File: src/rtl/vga_sync_gen.sv
// 640x480@60 VGA sync generator: pixel counters, H/V phase FSMs, registered syncs,
// blanked colors and a frame tick/counter. Optional colour-bar pattern under VGA_TEST_PATTERN_EN.
module vga_sync_gen #(
    parameter int H_ACTIVE = 640,
    parameter int H_FP     = 16,
    parameter int H_SYNC   = 96,
    parameter int H_BP     = 48,
    parameter int V_ACTIVE = 480,
    parameter int V_FP     = 10,
    parameter int V_SYNC   = 2,
    parameter int V_BP     = 33
) (
    input  logic       clk25,
    input  logic       Reset,
    input  logic [2:0] red,
    input  logic [2:0] green,
    input  logic [1:0] blue,
    input  logic       test_sel,
    output logic [9:0] xpos,
    output logic [9:0] ypos,
    output logic       hsync,
    output logic       vsync,
    output logic [2:0] vga_red,
    output logic [2:0] vga_green,
    output logic [1:0] vga_blue,
    output logic       frame_tick,
    output logic [7:0] frame_count
);

    localparam logic [9:0] H_FP_START   = 10'(H_ACTIVE);
    localparam logic [9:0] H_SYNC_START = 10'(H_ACTIVE + H_FP);
    localparam logic [9:0] H_BP_START   = 10'(H_ACTIVE + H_FP + H_SYNC);
    localparam logic [9:0] H_LAST       = 10'(H_ACTIVE + H_FP + H_SYNC + H_BP - 1);
    localparam logic [9:0] V_FP_START   = 10'(V_ACTIVE);
    localparam logic [9:0] V_SYNC_START = 10'(V_ACTIVE + V_FP);
    localparam logic [9:0] V_BP_START   = 10'(V_ACTIVE + V_FP + V_SYNC);
    localparam logic [9:0] V_LAST       = 10'(V_ACTIVE + V_FP + V_SYNC + V_BP - 1);

    localparam logic [1:0] ACTIVE = 2'd0;
    localparam logic [1:0] FRONT  = 2'd1;
    localparam logic [1:0] SYNC   = 2'd2;
    localparam logic [1:0] BACK   = 2'd3;

    logic [1:0] h_state;
    logic [1:0] v_state;
    logic       line_end;
    logic [2:0] pix_red;
    logic [2:0] pix_green;
    logic [1:0] pix_blue;

    assign line_end = (xpos == H_LAST);

    always_ff @(posedge clk25) begin
        if (Reset) begin
            xpos <= '0;
            ypos <= '0;
        end else if (line_end) begin
            xpos <= '0;
            ypos <= (ypos == V_LAST) ? '0 : ypos + 10'd1;
        end else begin
            xpos <= xpos + 10'd1;
        end
    end

    // Phase FSMs advance on the last count of each phase, so state always matches the counters.
    always_ff @(posedge clk25) begin
        if (Reset) begin
            h_state <= ACTIVE;
        end else begin
            case (h_state)
                ACTIVE:  if (xpos == H_FP_START - 10'd1)   h_state <= FRONT;
                FRONT:   if (xpos == H_SYNC_START - 10'd1) h_state <= SYNC;
                SYNC:    if (xpos == H_BP_START - 10'd1)   h_state <= BACK;
                BACK:    if (line_end)                     h_state <= ACTIVE;
                default: h_state <= ACTIVE;
            endcase
        end
    end

    always_ff @(posedge clk25) begin
        if (Reset) begin
            v_state <= ACTIVE;
        end else if (line_end) begin
            case (v_state)
                ACTIVE:  if (ypos == V_FP_START - 10'd1)   v_state <= FRONT;
                FRONT:   if (ypos == V_SYNC_START - 10'd1) v_state <= SYNC;
                SYNC:    if (ypos == V_BP_START - 10'd1)   v_state <= BACK;
                BACK:    if (ypos == V_LAST)               v_state <= ACTIVE;
                default: v_state <= ACTIVE;
            endcase
        end
    end

`ifdef VGA_TEST_PATTERN_EN
    logic [2:0] bar;
    assign bar = 3'(xpos / 10'd80);

    always_comb begin
        pix_red   = red;
        pix_green = green;
        pix_blue  = blue;
        if (test_sel) begin
            pix_red   = {bar[2], 2'b00};
            pix_green = {bar[1], 2'b00};
            pix_blue  = {bar[0], 1'b0};
        end
    end
`else
    logic unused_test_sel;
    assign unused_test_sel = test_sel;

    always_comb begin
        pix_red   = red;
        pix_green = green;
        pix_blue  = blue;
    end
`endif

    always_ff @(posedge clk25) begin
        if (Reset) begin
            hsync       <= 1'b1;
            vsync       <= 1'b1;
            vga_red     <= '0;
            vga_green   <= '0;
            vga_blue    <= '0;
            frame_tick  <= 1'b0;
            frame_count <= '0;
        end else begin
            hsync <= (h_state != SYNC);
            vsync <= (v_state != SYNC);
            if (h_state == ACTIVE && v_state == ACTIVE) begin
                vga_red   <= pix_red;
                vga_green <= pix_green;
                vga_blue  <= pix_blue;
            end else begin
                vga_red   <= '0;
                vga_green <= '0;
                vga_blue  <= '0;
            end
            frame_tick <= (xpos == '0 && ypos == V_FP_START);
            if (xpos == '0 && ypos == V_FP_START)
                frame_count <= frame_count + 8'd1;
        end
    end

endmodule
File: config.mk
export PLATFORM = sky130hd
export DESIGN_NAME = vga_sync_gen
export DESIGN_NICKNAME = d
export VERILOG_FILES = /design/src/rtl/vga_sync_gen.sv
export SDC_FILE = /design/constraint.sdc
export NUM_CORES = 1
export LEC_CHECK = 0
export BUFFER_PORTS_ARGS = -buffer_cell sky130_fd_sc_hd__buf_4
export CAP_MARGIN = 10
export CORE_ASPECT_RATIO = 1.25
export CORE_MARGIN = 3
export CORE_UTILIZATION = 40
export CTS_CLUSTER_SIZE = 20
export DETAILED_ROUTE_END_ITERATION = 8
export HOLD_SLACK_MARGIN = 0.06
export PLACE_DENSITY_LB_ADDON = 0.05
export RECOVER_POWER = 25
export SYNTH_ARGS = -nofsm -noshare
export SYNTH_HDL_FRONTEND = slang
export SYNTH_SLANG_ARGS = --single-unit
File: constraint.sdc
create_clock -name clk25 -period 2.1 [get_ports clk25]
set_input_delay 0.42 -clock clk25 [delete_from_list [all_inputs] [get_ports clk25]]
set_output_delay 0.42 -clock clk25 [all_outputs]
set_load 0.1 [all_outputs]
==> out/metrics.csv, run 1 <==
stage,metric,value,unit
yosys,synth_fp_nets,256,
route,viasPerCell,5.04,
worst_setup_path,end_kind,register,
finish,syn_to_final_growth,35.8,%
place,post-place-ws,0.0682,ns
yosys,synth-seq-cells,43,
finish,regArea,913,µm²
clocking,cts_tree,yes,
yosys,ys_seq_area_frac,0.414,
power,fin_total_pwr,1600,µW
place,numPortBuffers,48,
worst_setup_path,reg2reg_setup_slack,0.05,ns
floorplanning,die_w,70.5,µm
yosys,synth_edf_count,0,
power,peakVddDrop,0.345,mV
route,via_count,1775,
clocking,cts_htree_levels,2,
finish,diodes,0,
clocking,clkSinkCount,43,
route,drt_iter0_markers,39,
worst_setup_path,r2r_end,v_state[0],
timing,fin_skew,0.00611,ns
timing,post-route-period-util,0.975,
worst_setup_path,critical-path-max-stage-delay,0.59,ns
clocking,cts_inserted_buffers,5,
timing,setup_ws,0.0525,ns
worst_setup_path,crit_fanout,6,
finish,nets,317,
floorplanning,start_util,0.427,
timing,slew_violations,0,
run,drv_cap,0,
grt,grt_pass1_wl,7780,µm
worst_setup_path,path_buf_inv,1,
clocking,clk_pin_slew,0.08,ns
timing,fmax,488,MHz
grt,antenna_found_initial,0,
clocking,clk_path_buf_depth,2,
power,cellPowerDensity,567,nW/µm²
yosys,synth_area,2080,µm²
yosys,yosys_warnings,0,
timing,setup_violations,0,
timing,tightest_slew,0.554,ns
yosys,avgSynthCellArea,9.04,µm²
route,drc,0,
hold_path,worstHoldEndpoint,vga_red[0],
grt,grt_usage,0.160,
route,wirelength,4740,µm
power,leakage,0.00113,µW
worst_setup_path,worstPathRequired,2.29,ns
worst_setup_path,cp_top_family,simple AND/OR/NAND/NOR gates,
timing,hold_viol_final,0,
route,dr.pass1.iters,4,
worst_setup_path,cp_data_arrival_time,2.24,ns
yosys,ys_async_sr_fraction,0,
status,status,completed,
place,globalplace.congestion,0.741,
worst_setup_path,r2r_start,xpos[0],
worst_setup_path,crit_type,register to register,
finish,num-fill-cells,442,
hold_path,hold_path.class,input pin to register,
floorplanning,dieArea,6100,µm²
finish,multiInputGateArea,1200,µm²
floorplanning,num_rows,28,
grt,grt.overflow.total,0,
finish,finish.utilization,0.580,
route,ant_nets,0,
yosys,synth.distinct_cells,41,
worst_setup_path,reg2reg_depth,7,
timing,hold_ws,0.320,ns
timing,rsz0062_at_grt,yes,
yosys,syn_inst,230,
grt,grt_pass1_vias,1684,
place,dp.final_hpwl,3350,µm
worst_setup_path,crit_chain,ha_4 -> nand4_1 -> or4_4 -> buf_12 -> a2111o_1 -> nor4_2 -> nor3_1,
worst_setup_path,cp-start-kind,register,
hold_path,hp-start,red[0],
hold_path,hold_path_depth,2,
worst_setup_path,critPathSlowestCell,or4_4,
clocking,root_buffer,clkbuf_8,
finish,design_area,2820,µm²
place,dpl_cell_area,2630,µm²
route,wl_per_cell,13.5,µm
grt,grt_max_degree,17,
yosys,dominantRegCellSynth,dfxtp_1,
timing,max_slew_margin,0.627,
floorplanning,die_h,86.6,µm
finish,drive_gt1_frac,0.370,
timing,fin_crit,2.05,ns
floorplanning,core,4870,µm²
clocking,clock_latency,0.30,ns
floorplanning,io_pins,50,
-- layout by cell type (no fill, tap or decap), types with 3 or more instances in the layout --
cell type	Yosys	routed
a21oi_1	10	9
dfxtp_4	0	11
xor2_1	5	5
ha_1	15	14
buf_4	0	59
nand4_1	8	8
dfxtp_1	43	23
nor2_1	26	26
and2_1	9	7
nand3_1	13	13
nor3_1	5	3
inv_1	18	18
dfxtp_2	0	9
nand2_1	15	15
nor4_1	5	3
xnor2_1	14	14
and3_1	3	3
clkbuf_8	0	7
-- cell families (layout without fill, tap and decap cells) --
family / after synthesis / after routing / synth area share
xor+xnor: 19 / 19 / 0.0801
buf+inv: 25 / 87 / 0.0530
flops: 43 / 43 / 0.414
compound gates: 26 / 26 / 0.0909
fa+ha+maj: 15 / 15 / 0.0903
mux: 1 / 1 / 0.00482
simple gates: 101 / 101 / 0.267
-- stage by stage --
step,std cells,TNS [ns]
floorplan,230,-0.458
global placement,340,0
detailed placement,340,0
CTS,348,0
global route,352,-0.0568
finish,352,0
-- report_power, final --
group	internal [µW]	switching, µW	total [µW]
Combinational	49.3	133	183
Sequential	817	12.2	829
Clock	300	288	589
Total	1170	434	1600
-- how the worst max path moves through the flow --
stage	from	end	slack (ns)	cells past startpoint
5_1_grt	ypos[1]	v_state[0]	-0.03	7
4_1_cts	ypos[1]	frame_count[7]	0.03	7
3_5_place_dp	xpos[0]	h_state[1]	0.07	6
6_report	xpos[0]	v_state[0]	0.05	7
2_1_floorplan	xpos[0]	h_state[1]	-0.15	7
3_3_place_gp	ypos[1]	v_state[0]	0.08	7
-- cells in the mapped netlist, types with 2 or more instances --
| cell type | number | area (µm²) |
|---|---|---|
| nor3b_1 | 2 | 15.0 |
| o22ai_1 | 2 | 12.5 |
| ha_1 | 15 | 188 |
| or3_1 | 2 | 12.5 |
| nand2_1 | 15 | 56.3 |
| inv_1 | 18 | 67.6 |
| and4_1 | 2 | 17.5 |
| nand3_1 | 13 | 65.1 |
| clkbuf_1 | 4 | 15.0 |
| xnor2_1 | 14 | 123 |
| nor4_1 | 5 | 31.3 |
| buf_6 | 2 | 22.5 |
| xor2_1 | 5 | 43.8 |
| and3_1 | 3 | 18.8 |
| and2_1 | 9 | 56.3 |
| o21ai_0 | 3 | 15.0 |
| nand4_1 | 8 | 50.1 |
| a31o_2 | 2 | 17.5 |
| nor4b_1 | 2 | 17.5 |
| nor2_1 | 26 | 97.6 |
| or4_4 | 2 | 22.5 |
| a21oi_1 | 10 | 50.1 |
| dfxtp_1 | 43 | 861 |
| nor4_2 | 2 | 25.0 |
| nor3_1 | 5 | 25.0 |
-- cell type report --
cell class,count,area share
clock buffers,7,0.0341
well taps,60,0.0266
inverters,18,0.0239
multi-input cells,162,0.424
clock inverters,1,0.00222
flip-flops and latches,43,0.324
repair buffers,61,0.166
-- flip-flops by register name (all words and copies together), names as in the netlist --
name,cells
ypos,10
vga_red,3
hsync,1
vga_green,3
vsync,1
frame_tick,1
vga_blue,2
h_state,2
frame_count,8
xpos,10
v_state,2
-- routing by layer --
metal	vias to the layer above	GRT usage	wire length [µm]
met2	43	0.278	2330
met5	-	0	0
li1	918	-	-
met3	7	0.0418	241
met4	0	0.0714	91
met1	807	0.183	2080
-- repair_timing --
action	in CTS	in global routing
setup buffers	0	4
endpoints found under the setup margin	0	11
hold endpoints to repair	0	0
hold buffers	0	0
resized for setup	0	8
(Power assumes the default switching activity.)
==> inputs of run 2 (changes only) <==
==> constraint.sdc (replaced) <==
create_clock -name clk25 -period 2.1 [get_ports clk25]
set_input_delay 0.105 -clock clk25 [delete_from_list [all_inputs] [get_ports clk25]]
set_output_delay 0.105 -clock clk25 [all_outputs]
set_load 0.1 [all_outputs]
==> out/metrics.csv, run 2 (synthesis gave the netlist of run 1 again) <==
stage,metric,value,unit,change
clocking,root_buffer,clkbuf_8,,
finish,num-fill-cells,462,,+4.5%
grt,grtUsageMet1,0.196,,+0.0125
worst_setup_path,cp_top_family,simple AND/OR/NAND/NOR gates,,
run,drv_cap,0,,unchanged
finish,nets,326,,+2.8%
timing,post-route-period-util,0.960,,-0.0154
timing,tightest_slew,1.18,ns,+0.626 ns
place,dp.cells,339,,-0.29%
route,wl_per_cell,13.1,µm,-3.0%
grt,grt.overflow.total,0,,unchanged
route,viasPerCell,5.04,,about the same
route,drt_iter0_markers,91,,+130%
floorplanning,num_rows,28,,unchanged
clocking,cts_tree,yes,,
floorplanning,die_w,70.5,µm,unchanged
finish,drive_gt1_frac,0.306,,-0.0642
timing,slew_violations,0,,unchanged
place,dp.final_hpwl,3350,µm,+0.14%
route,ant_nets,0,,unchanged
worst_setup_path,r2r_start,xpos[1],,
status,status,completed,,
power,p_seq_frac,0.471,,-0.047
worst_setup_path,worstPathRequired,2.29,ns,about the same
timing,fin_crit,2.02,ns,-0.0324 ns
place,dpl_cell_area,2620,µm²,-0.29%
place,globalplace.congestion,0.753,,+1.6%
grt,grt_max_degree,17,,unchanged
power,cellPowerDensity,612,nW/µm²,+7.9%
timing,rsz0062_at_grt,no,,
route,via_count,1821,,+2.6%
floorplanning,io_pins,50,,unchanged
grt,grt_usage,0.160,,+0.000611
finish,diodes,0,,unchanged
power,p_clk_frac,0.421,,+0.053
worst_setup_path,end_kind,register,,
clocking,clkSinkCount,43,,unchanged
worst_setup_path,critical-path-max-stage-delay,0.60,ns,about the same
finish,final_common_cell,buf_4,,
finish,layout.cells.non_filler,361,,+2.6%
route,dr.pass1.iters,4,,unchanged
worst_setup_path,crit_chain,ha_4 -> nand4_1 -> or4_4 -> a22o_1 -> a221o_1 -> mux2i_1,,
worst_setup_path,crit_type,register to register,,
worst_setup_path,reg2reg_setup_slack,0.08,ns,+0.03 ns
floorplanning,start_util,0.427,,unchanged
grt,met3_usage,0.0406,,-0.00116
worst_setup_path,r2r_end,h_state[1],,
finish,final_cell_mix,"44 x buf_4, 26 x nor2_1, 23 x dfxtp_1",,
finish,design_area,2870,µm²,+1.6%
power,swShare,0.257,,-0.0140
clocking,clock_latency,0.30,ns,about the same
power,leakage,0.00111,µW,-1.8%
route,wirelength,4720,µm,-0.48%
power,peakVddDrop,0.437,mV,+27%
finish,largest_registers,"xpos (10), ypos (10), frame_count (8)",,
worst_setup_path,cp.depth,6,,-1
floorplanning,die_h,86.6,µm,unchanged
clocking,cts_inserted_buffers,5,,unchanged
power,p_switching,452,µW,+4.0%
timing,setup_ws,0.0849,ns,+0.0324 ns
hold_path,worstHoldEndpoint,xpos[2],,
power,power_frac_comb,0.108,,-0.006
grt,grt_pass1_vias,1753,,+4.1%
clocking,clk_pin_slew,0.09,ns,about the same
grt,antenna_found_initial,0,,unchanged
power,fin_total_pwr,1760,µW,+9.7%
timing,fin_skew,0.00626,ns,+0.000153 ns
place,post-place-ws,0.0835,ns,+0.0153 ns
floorplanning,dieArea,6100,µm²,unchanged
finish,syn_to_final_growth,38.0,%,
worst_setup_path,path_buf_inv,0,,-1
timing,setup_violations,0,,unchanged
place,numPortBuffers,48,,unchanged
timing,fmax,496,MHz,+1.6%
hold_path,hold_path.class,input pin to register,,
grt,gr-usage-met2,0.278,,unchanged
clocking,clk_path_buf_depth,2,,unchanged
grt,grt_pass1_wl,7960,µm,+2.3%
worst_setup_path,cp_data_arrival_time,2.21,ns,-0.03 ns
worst_setup_path,crit_fanout,7,,+1
worst_setup_path,cp-start-kind,register,,
timing,max_slew_margin,0.217,,-0.410
floorplanning,core,4870,µm²,unchanged
grt,top_usage_layer,met2,,
worst_setup_path,critPathSlowestCell,or4_4,,
hold_path,hold_path_depth,2,,unchanged
hold_path,hp-start,Reset,,
route,drc,0,,unchanged
worst_setup_path,reg2reg_depth,6,,-1
timing,hold_viol_final,0,,unchanged
clocking,cts_htree_levels,2,,unchanged
power,p_int,1300,µW,+12%
timing,hold_ws,0.0957,ns,-0.224 ns
-- run 2: changes by cell type in the layout (fill, tap and decap cells not counted), sizes merged --
cell and change:
bufinv +1, dlygate4sd3 +8, buf -15, clkbuf +15
-- run 2: timing repair --
action	CTS	global route
setup buffers	0	6
setup endpoints to repair	0	17
hold buffers	8	0
endpoints found under the hold margin	8	0
gates resized for setup	0	9
-- run 2: power by group through the flow --
stage                     Combinational [µW]  Sequential [µW]  Clock [µW]
after floorplan                         38.8              941           0
after global placement                   177              848           0
after detailed placement                 176              848           0
after CTS                                189              829         767
after global routing                     201              830         801
final                                    189              828         739
-- run 2: cell type report --
| cell class | instances | area [µm²] | area share |
|---|---|---|---|
| clock buffer | 6 | 93.8 | 0.0327 |
| clock inverter | 2 | 41.3 | 0.0144 |
| inverter | 18 | 67.6 | 0.0235 |
| multi-input combinational | 162 | 1190 | 0.416 |
| sequential | 43 | 913 | 0.318 |
| tap | 60 | 75.1 | 0.0262 |
| timing repair buffer | 70 | 485 | 0.169 |
-- run 2: worst max-delay path by stage --
stage | startpoint | to
5_1_grt | ypos[0] | frame_count[7]
3_3_place_gp | ypos[0] | v_state[0]
3_5_place_dp | xpos[0] | h_state[1]
4_1_cts | ypos[0] | v_state[0]
6_report | xpos[1] | h_state[1]
2_1_floorplan | xpos[0] | h_state[1]
-- run 2: through the flow --
stage | TNS (ns) | utilization
3_3_place_gp | 0 | 0.538
2_1_floorplan | -0.458 | -
3_5_place_dp | 0 | 0.538
6_report | 0 | 0.589
5_1_grt | 0 | 0.589
4_1_cts | 0 | 0.582
-- run 2: layer usage --
| layer | vias up | share of wire |
|---|---|---|
| li1 | 939 | - |
| met1 | 832 | 0.44 |
| met2 | 44 | 0.49 |
| met3 | 6 | 0.056 |
| met4 | 0 | 0.012 |
| met5 | - | 0 |
